`src/rtl/linear_layer_fifo_pkg.sv`:
```
// Shared sizing helpers for the Linear_Layer dataflow start-token FIFOs.
package linear_layer_fifo_pkg;

  // Bits needed to represent an occupancy of 0..depth inclusive.
  function automatic int occ_width(input int depth);
    return $clog2(depth + 1);
  endfunction

  function automatic bit depth_legal(input int depth, input int addr_width);
    return (depth >= 1) && ((1 << addr_width) >= depth);
  endfunction

endpackage

```
`src/rtl/linear_layer_start_fifo_shiftreg.sv`:
```
// SRL-style token storage: newest entry at index 0, random-access read port.
module linear_layer_start_fifo_shiftreg #(
  parameter int DATA_WIDTH = 1,
  parameter int ADDR_WIDTH = 1
) (
  input  logic                  clk,
  input  logic                  we,
  input  logic [ADDR_WIDTH-1:0] addr,
  input  logic [DATA_WIDTH-1:0] din,
  output logic [DATA_WIDTH-1:0] dout
);

  // Sized to the full address space so every addr value selects a real slot.
  localparam int SLOTS = 1 << ADDR_WIDTH;

  logic [DATA_WIDTH-1:0] mem [SLOTS];

  always_ff @(posedge clk) begin
    if (we) begin
      for (int i = SLOTS - 1; i > 0; i--) begin
        mem[i] <= mem[i-1];
      end
      mem[0] <= din;
    end
  end

  assign dout = mem[addr];

endmodule

```
`src/rtl/linear_layer_start_fifo.sv`:
```
// Show-ahead start-token FIFO between the producer and the PE_i4xi4 consumer.
module linear_layer_start_fifo
  import linear_layer_fifo_pkg::*;
#(
  parameter int DATA_WIDTH = 1,
  parameter int ADDR_WIDTH = 1,
  parameter int DEPTH      = 2
) (
  input  logic                  clk,
  input  logic                  reset,
  output logic                  if_full_n,
  input  logic                  if_write_ce,
  input  logic                  if_write,
  input  logic [DATA_WIDTH-1:0] if_din,
  output logic                  if_empty_n,
  input  logic                  if_read_ce,
  input  logic                  if_read,
  output logic [DATA_WIDTH-1:0] if_dout,
  output logic [ADDR_WIDTH:0]   num_data_valid
);

  localparam int CNT_W = ADDR_WIDTH + 1;
  localparam int OCC_W = occ_width(DEPTH);

  if (!depth_legal(DEPTH, ADDR_WIDTH) || (OCC_W > CNT_W)) begin : g_bad_params
    $error("linear_layer_start_fifo: DEPTH/ADDR_WIDTH combination is illegal");
  end

  logic                  push;
  logic                  pop;
  logic [CNT_W-1:0]      count;
  logic [CNT_W-1:0]      count_next;
  logic [ADDR_WIDTH-1:0] raddr;
  logic [ADDR_WIDTH-1:0] raddr_next;

  always_comb begin
    push       = if_write & if_write_ce & if_full_n;
    pop        = if_read & if_read_ce & if_empty_n;
    count_next = count;
    case ({push, pop})
      2'b10:   count_next = count + CNT_W'(1);
      2'b01:   count_next = count - CNT_W'(1);
      default: count_next = count;
    endcase
    // Head sits at count-1; park at 0 when empty so the read path never floats.
    raddr_next = (count_next != '0) ? ADDR_WIDTH'(count_next - CNT_W'(1)) : '0;
  end

  always_ff @(posedge clk or posedge reset) begin
    if (reset) begin
      count      <= '0;
      raddr      <= '0;
      if_empty_n <= 1'b0;
      if_full_n  <= 1'b1;
    end else begin
      count      <= count_next;
      raddr      <= raddr_next;
      if_empty_n <= (count_next != '0);
      if_full_n  <= (count_next != CNT_W'(DEPTH));
    end
  end

  assign num_data_valid = count;

  linear_layer_start_fifo_shiftreg #(
    .DATA_WIDTH (DATA_WIDTH),
    .ADDR_WIDTH (ADDR_WIDTH)
  ) u_storage (
    .clk  (clk),
    .we   (push),
    .addr (raddr),
    .din  (if_din),
    .dout (if_dout)
  );

endmodule

```
`config.mk`:
```
export PLATFORM = sky130hd
export DESIGN_NAME = linear_layer_start_fifo
export DESIGN_NICKNAME = d
export VERILOG_FILES = /design/src/rtl/linear_layer_fifo_pkg.sv /design/src/rtl/linear_layer_start_fifo_shiftreg.sv /design/src/rtl/linear_layer_start_fifo.sv
export SDC_FILE = /design/constraint.sdc
export NUM_CORES = 1
export LEC_CHECK = 0
export CAP_MARGIN = 15
export CORE_AREA = 2 2 39 41
export CTS_CLUSTER_DIAMETER = 30
export DETAILED_ROUTE_END_ITERATION = 10
export DIE_AREA = 0 0 41 43
export GPL_TIMING_DRIVEN = 0
export SYNTH_ARGS = -nofsm -noshare
export SYNTH_HDL_FRONTEND = slang
export SYNTH_SLANG_ARGS = --single-unit
```
`constraint.sdc`:
```
create_clock -name clk -period 1.28 [get_ports clk]
set_input_delay 0.256 -clock clk [delete_from_list [all_inputs] [get_ports clk]]
set_output_delay 0.256 -clock clk [all_outputs]
set_load 0.02 [all_outputs]
```
---- Yosys cells after proc, flatten, opt, wreduce, memory -nomap -nowiden ----
Memories as Yosys holds them, arrays and structs flattened.
Index checks and enable logic that the tools add are counted.
operators by class
  add/sub/neg operators ................... 3
  eq/ne operators ......................... 3
  multiplexer cells ....................... 4
  bitwise operators ....................... 4
  reduce and logical (&&, ||, !) cells .... 1
operator list
  operator                                                             number
  1-bit AND                                                            4
  2-bit one-hot mux with 2 select lines                                1
  1-bit 2-to-1 mux                                                     3
  2-bit by 1-bit adder with 2-bit output (second input constant)       1
  2-bit by 1-bit == test with 1-bit output (second input constant)     1
  2-bit == test (second input constant)                                1
  2-bit inequality test (second input constant)                        1
  2-bit nonzero test                                                   1
  2-bit by 1-bit subtractor with 2-bit output (second input constant)  1
  1-bit subtractor (second input constant)                             1
storage, ports and cells
  flip-flop bits (word level) ............. 5
  memory bits (writable) .................. 2
  input port bits ......................... 7
  logic and storage cells ................. 20
  memories ................................ 1
memories
  name           words  bits a word  rd ports  clocked after memory_dff  write ports  line                                    source
  u_storage.mem  2      1            2         0                         2            linear_layer_start_fifo_shiftreg.sv:16  logic [DATA_WIDTH-1:0] mem [SLOTS];

---- Logic depth before layout (Yosys ltp) ----
Gate-level depths: netlist (run 1).
  depth after elaboration ................. 6
  gate-level depth with buffers ........... 5

---- Modules after synthesis ----
From an unflattened synthesis (run 1), not the netlist that was laid out.
second synthesis, totals
  cells, all modules ...................... 26
  area, all modules ....................... 321.6 µm²
by module, submodules not included
  module                            instances  cells each  area an instance (µm²)
  linear_layer_start_fifo           1          23          246.5
  linear_layer_start_fifo_shiftreg  1          3           75.1

---- Worst setup path before layout (run 1) ----
No wires, ideal clock.
  kind .................................... reg-to-reg
  start ................................... register if_full_n
  end ..................................... register if_full_n
  setup time .............................. 0.078 ns
  arrival time ............................ 1.400 ns
  slack ................................... -0.198 ns
  cell stages (with the launch flop) ...... 6
  cell sequence ........................... dfstp_2 nand3_1 ha_1 inv_1 nand2_1 o22a_2
on the way
  longest elaborated chain between the ends .. 4
  elaborated cells between the ends (all ways) .. 5
  classes of those cells .................. eq/ne: 3; mux: 1; bitwise: 1
ends and longest elaborated chain
  what                                                                       line                           source
  start: declaration                                                         linear_layer_start_fifo.sv:11  output logic if_full_n,
  start signal: assignment                                                   linear_layer_start_fifo.sv:59  if_full_n <= (count_next != CNT_W'(DEPTH));
  1-bit AND *                                                                linear_layer_start_fifo.sv:37  push = if_write & if_write_ce & if_full_n;
  2-bit by 1-bit == test with 1-bit output or 2-bit == test (tied branches)  linear_layer_start_fifo.sv:40  case ({push, pop})
  2-bit one-hot mux with 2 select lines *                                    linear_layer_start_fifo.sv:40
  2-bit inequality test *                                                    linear_layer_start_fifo.sv:59
Mark *: on every way between the ends. The rest lies on a longest branch, timed or not.

---- Worst setup path in the final report (run 1) ----
  start ................................... register raddr
  end ..................................... output if_dout
on the way
  longest elaborated chain between the ends .. 1
ends and longest elaborated chain
  what                      line                           source
  start: declaration        linear_layer_start_fifo.sv:33  logic [ADDR_WIDTH-1:0] raddr;
  start signal: assignment  linear_layer_start_fifo.sv:57  raddr <= raddr_next;
  memory 2 x 1 bit          --
  end: declaration          linear_layer_start_fifo.sv:18  output logic [DATA_WIDTH-1:0] if_dout,
No other way between the ends.

==> out/qor.yml, run 1 <==
clock_tree:
  worstSkewPairLatency_ps: 240
  clkTransAtPathRegs_ps: 50
  cts.root.buffer_cell: "clkbuf_4"
  clk_path_buf_depth: 2
  cts_tree: "built"
  htree_num_levels: 1
  cts_buffers: 3
  cts.sinks: 7
synth:
  yosysWarnings: 0
  syn_nets: 34
  syn_inst: 26
  ys_types: 16
  yosysSeqAreaShare_pct: 59.4
  ys_seq_elements: 7
  synth_area_sq_um: 314
  synth_area_per_cell_sq_um: 12.1
route:
  firstDrtPassIters: 4
  routed_wl_microns: 594
  drtIter0Drc: 6
  post_drt_wl_per_cell_microns: 10.1
  viasPerCell: 4.07
  final_antenna_net_count: 0
  drc_errors: 0
  vias: 240
global_routing:
  grt_max_degree: 8
  grt_remaining_overflow: 0
  grt_pass1_vias: 246
  antenna_found_initial: 0
  grt_usage_pct: 7.89
  grt_pass1_wl_microns: 883
min_path:
  hold_class: "in2async"
sta:
  min_period_ps: 1300
  max_freq_mhz: 771
  relSlewSlack_pct: 86.5
  fin_tns_setup_ps: -26.2
  slew_violations: 0
  fin_crit_sh_pct: 101
  grt_setup_unrepaired: "true"
  worst_slack_ps: -17.3
  tightest_slew_ps: 203
  finClkSkew_ps: 0.967
  hold_viol_final: 0
  finalSetupViolCount: 2
critical_path:
  endpoint_kind: "primary output"
  crit_path_start_kind: "flip-flop"
  critical_path_class: "reg2out"
  crit_fanout: 1
  crit_required_ps: 1020
  cp.arrival_ps: 1040
placement:
  pre_cts_ws_ps: -309
  gp_congestion: 0.774
  placed_cells: 53
  portBuffers: 11
floorplan:
  start_util_pct: 22.7
  core_area_sq_um: 1380
  die_area_sq_um: 1760
  die_h_microns: 43
  ios: 12
  rows: 14
  die_w_microns: 41
power_and_ir_drop:
  powerDensity_nw_per_um2: 2080
  total_power_uw: 1130
  p_leak_uw: 0.000232
  max-vdd-ir-drop_mv: 0.763
run_status:
  status: "finished with violations"
  violations: "negative setup slack"
finish:
  n_fill_cell: 141
  final_cells: 59
  synthToLayoutAreaGrowth_pct: 73.7
  finish.utilization_pct: 39.4
  drive_gt1_share_pct: 51.2
  antenna_cells: 0
  fin_nets: 52
run:
  drv_cap: 0
layout make-up:
class / instances / area, sq um / area share, %
sequential: 7 / 188 / 34.4
multi-input combinational: 15 / 168 / 30.7
timing repair buffer: 13 / 123 / 22.5
clock buffer: 4 / 26.3 / 4.82
tap: 16 / 20.0 / 3.67
inverter: 3 / 13.8 / 2.52
buffer: 1 / 7.51 / 1.38
metal layers:
| layer | GRT usage [%] | vias up | share of wire (%) |
|---|---|---|---|
| li1 | - | 121 | - |
| met1 | 8.58 | 110 | 43 |
| met4 | 6.00 | 0 | 0 |
| met2 | 11.6 | 9 | 45 |
| met5 | 0 | - | 0 |
| met3 | 3.14 | 0 | 12 |
sequential cells by signal (all words and copies together), names as in the netlist:
register	cells
if_empty_n	1
raddr	1
u_storage.mem	2
num_data_valid	2
if_full_n	1
power by group:
part | leakage [uW] | switching, uW | internal, uW
logic | 0.000143 | 275 | 275
clock network | 0.0000150 | 78.4 | 119
registers | 0.0000748 | 64.5 | 322
total | 0.000232 | 418 | 716
path summary, 6_finish.rpt:
check	start	end	slack, ps	depth (start not counted)
setup / recovery	raddr	if_dout	-20	2
hold / removal	reset	num_data_valid[0]	210	2
setup reg to reg	if_full_n	if_full_n	-10	4
hold reg to reg	num_data_valid[1]	num_data_valid[1]	540	1
max in group asynchronous	reset	if_full_n	840	2
min in group clk	num_data_valid[1]	num_data_valid[1]	540	1
logic make-up (layout without fill, tap and decap cells):
| kind of cell | Yosys count | count (layout) | share of synthesized area (%) |
|---|---|---|---|
| buf+inv | 4 | 21 | 5.98 |
| mux | 1 | 1 | 3.59 |
| flops | 7 | 7 | 59.4 |
| simple gates | 6 | 6 | 8.76 |
| fa+ha+maj | 1 | 1 | 3.98 |
| xor+xnor | 4 | 4 | 11.2 |
| compound gates | 3 | 3 | 7.17 |
through the flow:
step                cell area [sq um]  hold slack (ps)
detailed placement                474              456
global placement                  474              442
global route                      546              228
finish                            546              207
CTS                               502              217
floorplan                         344             33.8
timing repair:
| action | in CTS | in global routing |
|---|---|---|
| gates resized for setup | 15 | 7 |
| hold buffers | 0 | 0 |
| setup buffers | 0 | 2 |
| hold endpoints to repair | 0 | 0 |
| setup endpoints to repair | 8 | 6 |
| pin swaps | 1 | 2 |
cells in the mapped netlist, drive strengths merged:
master | n | area share, %
a31oi | 1 | 2.0
and3 | 1 | 2.0
buf | 1 | 2.4
dfrtp | 4 | 32
dfstp | 1 | 8.4
edfxtp | 2 | 19
ha | 1 | 4.0
inv | 3 | 3.6
mux2 | 1 | 3.6
nand2 | 3 | 3.6
nand3 | 1 | 1.6
nor3 | 1 | 1.6
o22a | 1 | 3.2
o22ai | 1 | 2.0
xnor2 | 2 | 5.6
xor2 | 2 | 5.6
worst max-delay path, stage by stage, from the launching register on:
cell	delay, ps
dfrtp_1	370
mux2_4	300
buf_6	130
placed cells by master (no fill, tap or decap):
| cell | n |
|---|---|
| mux2_4 | 1 |
| and3_4 | 1 |
| dfstp_2 | 1 |
| ha_4 | 1 |
| a31oi_1 | 1 |
| clkdlybuf4s15_2 | 1 |
| nand2_2 | 2 |
| o22ai_1 | 1 |
| clkbuf_1 | 1 |
| buf_4 | 3 |
| inv_1 | 2 |
| xnor2_1 | 2 |
| edfxtp_1 | 2 |
| inv_4 | 1 |
| nand2_1 | 1 |
| dlygate4sd2_1 | 2 |
| nand3_4 | 1 |
| xor2_2 | 2 |
| dfrtp_2 | 1 |
| o22a_2 | 1 |
| buf_2 | 1 |
| nor3_2 | 1 |
| buf_6 | 1 |
| clkdlybuf4s50_1 | 5 |
| clkbuf_4 | 3 |
| dfrtp_1 | 3 |
| dlymetal6s2s_1 | 1 |
Note: power is estimated with default switching activity, not from simulation.
==> inputs of run 2 (changes only) <==
--- a/config.mk
+++ b/config.mk
@@ -10,7 +10,7 @@
 export CTS_CLUSTER_DIAMETER = 30
 export DETAILED_ROUTE_END_ITERATION = 10
 export DIE_AREA = 0 0 41 43
-export GPL_TIMING_DRIVEN = 0
+export GPL_TIMING_DRIVEN = 1
 export SYNTH_ARGS = -nofsm -noshare
 export SYNTH_HDL_FRONTEND = slang
 export SYNTH_SLANG_ARGS = --single-unit
==> run 2 against run 1 <==
  * The flow still finishes with violations (negative setup slack)
  * Non-clock buffer count rose by 2
  * Register-to-register slack barely moved
  * Clock power hardly changed
  * Total power grew 2.5%
  * Sequential cell count did not move
  * Setup slack lost 6.1 ps
  * Sequential power is 8.0% lower
  * Die area did not move
  * Highest routed layer is now met4
==> out/qor.yml, run 2 (synthesized netlist as in run 1, its figures left out) <==
clock_tree:
  clk_path_buf_depth: 2  # unchanged
  worstSkewPairLatency_ps: 250  # about the same
  cts.sinks: 7  # unchanged
  htree_num_levels: 1  # unchanged
  cts_tree: "built"
  cts_hold_buffers: 0  # unchanged
  clkTransAtPathRegs_ps: 50  # about the same
  cts.root.buffer_cell: "clkbuf_4"
  cts_buffers: 3  # unchanged
sta:
  finalSetupViolCount: 2  # unchanged
  fin_crit_sh_pct: 102  # +0.47 points
  hold_viol_final: 0  # unchanged
  hold_slack_ps: 197  # -9.64 ps
  grt_setup_unrepaired: "true"
  min_period_ps: 1300  # +6.05 ps
  tightest_slew_ps: 209  # +6.10 ps
  worst_slack_ps: -23.4  # -6.05 ps
  max_freq_mhz: 767  # -0.46%
  slew_violations: 0  # unchanged
  finClkSkew_ps: 1.01  # +0.0458 ps
  relSlewSlack_pct: 86.1  # -0.40 points
placement:
  dp_hpwl_microns: 456
  portBuffers: 11  # unchanged
  pre_cts_ws_ps: -286  # +22.3 ps
  gp_congestion: 0.697  # -9.9%
finish:
  final_cell_mix: "6 x clkdlybuf4s50_1, 5 x buf_4, 4 x dfrtp_1"
  final_common_cell: "clkdlybuf4s50_1"
  fin_nets: 54  # +3.8%
  drive_gt1_share_pct: 48.9  # -2.3 points
  synthToLayoutAreaGrowth_pct: 75.3
  antenna_cells: 0  # unchanged
  finish.utilization_pct: 39.8  # +0.36 points
  n_fill_cell: 134  # -5.0%
min_path:
  hold_class: "in2async"
critical_path:
  cp_slowest_cell: "mux2_2"
  cpPeakStageDelay_ps: 340  # -30 ps
  path_delay_family: "multiplexers"
  cp-startpoint: "raddr"
  crit_path_start_kind: "flip-flop"
  cp_cell_sequence: "mux2_2 -> buf_6"
  cp.arrival_ps: 1050  # about the same
  path_buf_inv: 1  # unchanged
  critical_path_class: "reg2out"
  crit_required_ps: 1020  # about the same
  crit_fanout: 1  # unchanged
  rr_startpoint: "if_full_n"
  endpoint_kind: "primary output"
run:
  drv_cap: 0  # unchanged
floorplan:
  ios: 12  # unchanged
  core_area_sq_um: 1380  # unchanged
  die_w_microns: 41  # unchanged
  die_h_microns: 43  # unchanged
  start_util_pct: 22.7  # unchanged
  die_area_sq_um: 1760  # unchanged
  rows: 14  # unchanged
global_routing:
  grt_pass1_wl_microns: 993  # +12%
  antenna_found_initial: 0  # unchanged
  grt_remaining_overflow: 0  # unchanged
  grt_pass1_vias: 254  # +3.3%
  grt_usage_pct: 8.74  # +0.85 points
  grt_max_degree: 8  # unchanged
power_and_ir_drop:
  p_leak_uw: 0.000230  # -1.2%
  max-vdd-ir-drop_mv: 0.949  # +24%
  powerDensity_nw_per_um2: 2110  # +1.6%
  total_power_uw: 1160  # +2.5%
run_status:
  status: "finished with violations"
  violations: "negative setup slack"
route:
  post_drt_wl_per_cell_microns: 10.3  # +2.4%
  drc_errors: 0  # unchanged
  final_antenna_net_count: 0  # unchanged
  viasPerCell: 4.13  # +1.6%
  vias: 252  # +5.0%
  routed_wl_microns: 629  # +5.9%
  firstDrtPassIters: 1  # -3
  drtIter0Drc: 0  # -6
run 2: final cells by class:
| type | instances | area, sq um | area share [%] |
|---|---|---|---|
| clock buffer | 4 | 26.3 | 4.77 |
| inverter | 3 | 13.8 | 2.50 |
| multi-input combinational | 15 | 164 | 29.8 |
| sequential | 7 | 186 | 33.9 |
| tap | 16 | 20.0 | 3.64 |
| timing repair buffer | 16 | 140 | 25.5 |
run 2: worst paths after layout:
kind	endpoint	slack [ps]	cells past startpoint
worst max-delay path	if_dout	-20	2
worst min-delay path	num_data_valid[0]	200	2
worst max register to register	if_full_n	-20	4
worst min register to register	u_storage.mem[1]	460	0
max in group asynchronous	if_full_n	850	2
min in group clk	u_storage.mem[1]	460	0
run 2: routing by layer:
metal  track usage (%)  share of wire [%]
met1              9.70                 39
met2              13.1                 49
met3              4.71                9.4
met4              4.00                2.5
met5                 0                  0
run 2: per-stage QoR:
step | std cells | area [sq um] | TNS, ps
6_report | 61 | 551 | -43.6
3_5_place_dp | 56 | 497 | -1670
3_3_place_gp | 56 | 497 | -1580
5_1_grt | 61 | 551 | -191
2_1_floorplan | 26 | 344 | -72.7
4_1_cts | 60 | 522 | -77.5
run 2: report_power, final:
part	switching, uW	total (uW)	internal [uW]
Combinational	310	607	297
Sequential	37.0	356	319
Clock	80.2	199	119
Total	428	1160	735
run 2: what timing repair did:
item                                    CTS  global route
endpoints found under the hold margin     0             0
gates resized for setup                  13             4
buffers inserted                          0             1
pin swaps                                 0             4
endpoints found under the setup margin    9             4
==> inputs of run 3 (changes only) <==
--- a/config.mk
+++ b/config.mk
@@ -11,6 +11,7 @@
 export DETAILED_ROUTE_END_ITERATION = 10
 export DIE_AREA = 0 0 41 43
 export GPL_TIMING_DRIVEN = 1
+export RECOVER_POWER = 25
 export SYNTH_ARGS = -nofsm -noshare
 export SYNTH_HDL_FRONTEND = slang
 export SYNTH_SLANG_ARGS = --single-unit
==> run 3 against run 2 <==
  * The flow still finishes with violations (negative setup slack)
  * Cell count stayed put
  * Register-to-register slack about the same
  * Sequential cell count unchanged
  * Global-route usage unchanged
  * Critical path depth is the same
  * Non-clock buffer count unchanged
  * Total power is essentially flat
  * Sequential power hardly changed
  * Critical path type unchanged
==> out/qor.yml, run 3 (synthesized netlist as in run 1, its figures left out) <==
sta:
  fin_crit_sh_pct: 102  # unchanged
  finalSetupViolCount: 2  # unchanged
  slew_violations: 0  # unchanged
  hold_viol_final: 0  # unchanged
  finClkSkew_ps: 1.01  # unchanged
  relSlewSlack_pct: 86.1  # unchanged
  hold_slack_ps: 335  # +138 ps
  min_period_ps: 1300  # unchanged
  tightest_slew_ps: 209  # unchanged
  grt_setup_unrepaired: "true"
  max_freq_mhz: 767  # unchanged
  worst_slack_ps: -23.4  # unchanged
clock_tree:
  cts.root.buffer_cell: "clkbuf_4"
  worstSkewPairLatency_ps: 250  # about the same
  clkTransAtPathRegs_ps: 50  # about the same
  htree_num_levels: 1  # unchanged
  clk_path_buf_depth: 2  # unchanged
  cts.sinks: 7  # unchanged
  cts_tree: "built"
  cts_buffers: 3  # unchanged
power_and_ir_drop:
  p_leak_uw: 0.000230  # +0.11%
  comb_power_share_pct: 52.2  # about the same
  switching_share_pct: 36.8  # about the same
  switchingPower_uw: 428  # unchanged
  powerDensity_nw_per_um2: 2110  # about the same
  clock_power_share_pct: 17.1  # about the same
  seq_power_share_pct: 30.6  # about the same
  intPower_uw: 734  # about the same
  max-vdd-ir-drop_mv: 0.949  # about the same
finish:
  drive_gt1_share_pct: 48.9  # unchanged
  final_cell_mix: "5 x clkdlybuf4s50_1, 5 x buf_4, 4 x dfrtp_1"
  finish.utilization_pct: 39.8  # unchanged
  synthToLayoutAreaGrowth_pct: 75.3  # unchanged
  antenna_cells: 0  # unchanged
  fin_nets: 54  # unchanged
  final_cell_area_sq_um: 551  # unchanged
global_routing:
  antenna_found_initial: 0  # unchanged
  grt_max_degree: 8  # unchanged
  grt_pass1_vias: 254  # unchanged
  grt_pass1_wl_microns: 993  # unchanged
  grt_remaining_overflow: 0  # unchanged
  grt_usage_pct: 8.74  # unchanged
floorplan:
  die_h_microns: 43  # unchanged
  die_area_sq_um: 1760  # unchanged
  rows: 14  # unchanged
  start_util_pct: 22.7  # unchanged
  ios: 12  # unchanged
  die_w_microns: 41  # unchanged
  core_area_sq_um: 1380  # unchanged
placement:
  dp_hpwl_microns: 456  # unchanged
  gp_congestion: 0.697  # unchanged
  place_area_sq_um: 497  # unchanged
  portBuffers: 11  # unchanged
critical_path:
  cp.arrival_ps: 1050  # about the same
  cp_slowest_cell: "mux2_2"
  endpoint_kind: "primary output"
  crit_path_start_kind: "flip-flop"
  path_buf_inv: 1  # unchanged
  path_delay_family: "multiplexers"
  cpPeakStageDelay_ps: 340  # about the same
  crit_fanout: 1  # unchanged
  critical_path_class: "reg2out"
  cp_cell_sequence: "mux2_2 -> buf_6"
  crit_required_ps: 1020  # about the same
route:
  viasPerCell: 4.13  # unchanged
  drtIter0Drc: 0  # unchanged
  firstDrtPassIters: 1  # unchanged
  vias: 252  # unchanged
  drc_errors: 0  # unchanged
  final_antenna_net_count: 0  # unchanged
  post_drt_wl_per_cell_microns: 10.3  # unchanged
  routed_wl_microns: 629  # unchanged
run_status:
  status: "finished with violations"
  violations: "negative setup slack"
run:
  drv_cap: 0  # unchanged
min_path:
  hold_class: "in2async"
[run 3: cell types whose count changed in the layout (fill, tap and decap cells not counted), sizes merged]
| cell | change |
|---|---|
| dlygate4sd3 | +1 |
| clkdlybuf4s50 | -1 |
[run 3: path summary, 6_finish.rpt]
path,to,cells past startpoint,slack [ps],from
hold reg to reg,u_storage.mem[1],0,460,u_storage.mem[0]
max in group asynchronous,if_full_n,2,710,reset
min in group clk,u_storage.mem[1],0,460,u_storage.mem[0]
hold / removal,num_data_valid[0],2,330,reset
setup reg to reg,if_full_n,4,-20,if_full_n
setup / recovery,if_dout,2,-20,raddr
[run 3: area by class of cell]
class | instances | area (sq um)
Clock buffer | 4 | 26.3
Tap cell | 16 | 20.0
Inverter | 3 | 13.8
Sequential cell | 7 | 186
Timing Repair Buffer | 16 | 140
Fill cell | 134 | 833
Multi-Input combinational cell | 15 | 164
[run 3: power groups by stage]
stage | combinational [uW] | sequential (uW) | clock [uW]
2_1_floorplan | 288 | 444 | 0
3_5_place_dp | 604 | 357 | 0
3_3_place_gp | 595 | 354 | 0
6_report | 607 | 356 | 199
5_1_grt | 659 | 366 | 225
4_1_cts | 579 | 353 | 205
[run 3: repair_timing]
item	in CTS	in global routing
hold buffers	0	0
pin swaps	0	4
endpoints found under the setup margin	9	4
buffers inserted	0	1
hold endpoints to repair	0	0
gates resized for setup	13	4
[run 3: per-stage QoR]
| step | setup WS [ps] | power, uW | setup TNS [ps] | instances |
|---|---|---|---|---|
| after detailed placement | -286 | 961 | -1670 | 56 |
| after global routing | -58.7 | 1250 | -191 | 61 |
| after floorplan | -49.6 | 732 | -72.7 | 26 |
| after CTS | -43.3 | 1140 | -77.5 | 60 |
| final | -23.4 | 1160 | -43.6 | 61 |
| after global placement | -278 | 949 | -1580 | 56 |
[run 3: layer usage]
metal	vias up	global-route usage, %	routed length [microns]
li1	123	-	-
met1	114	9.70	245
met2	12	13.1	308
met3	3	4.71	59
met4	0	4.00	16
met5	-	0	0
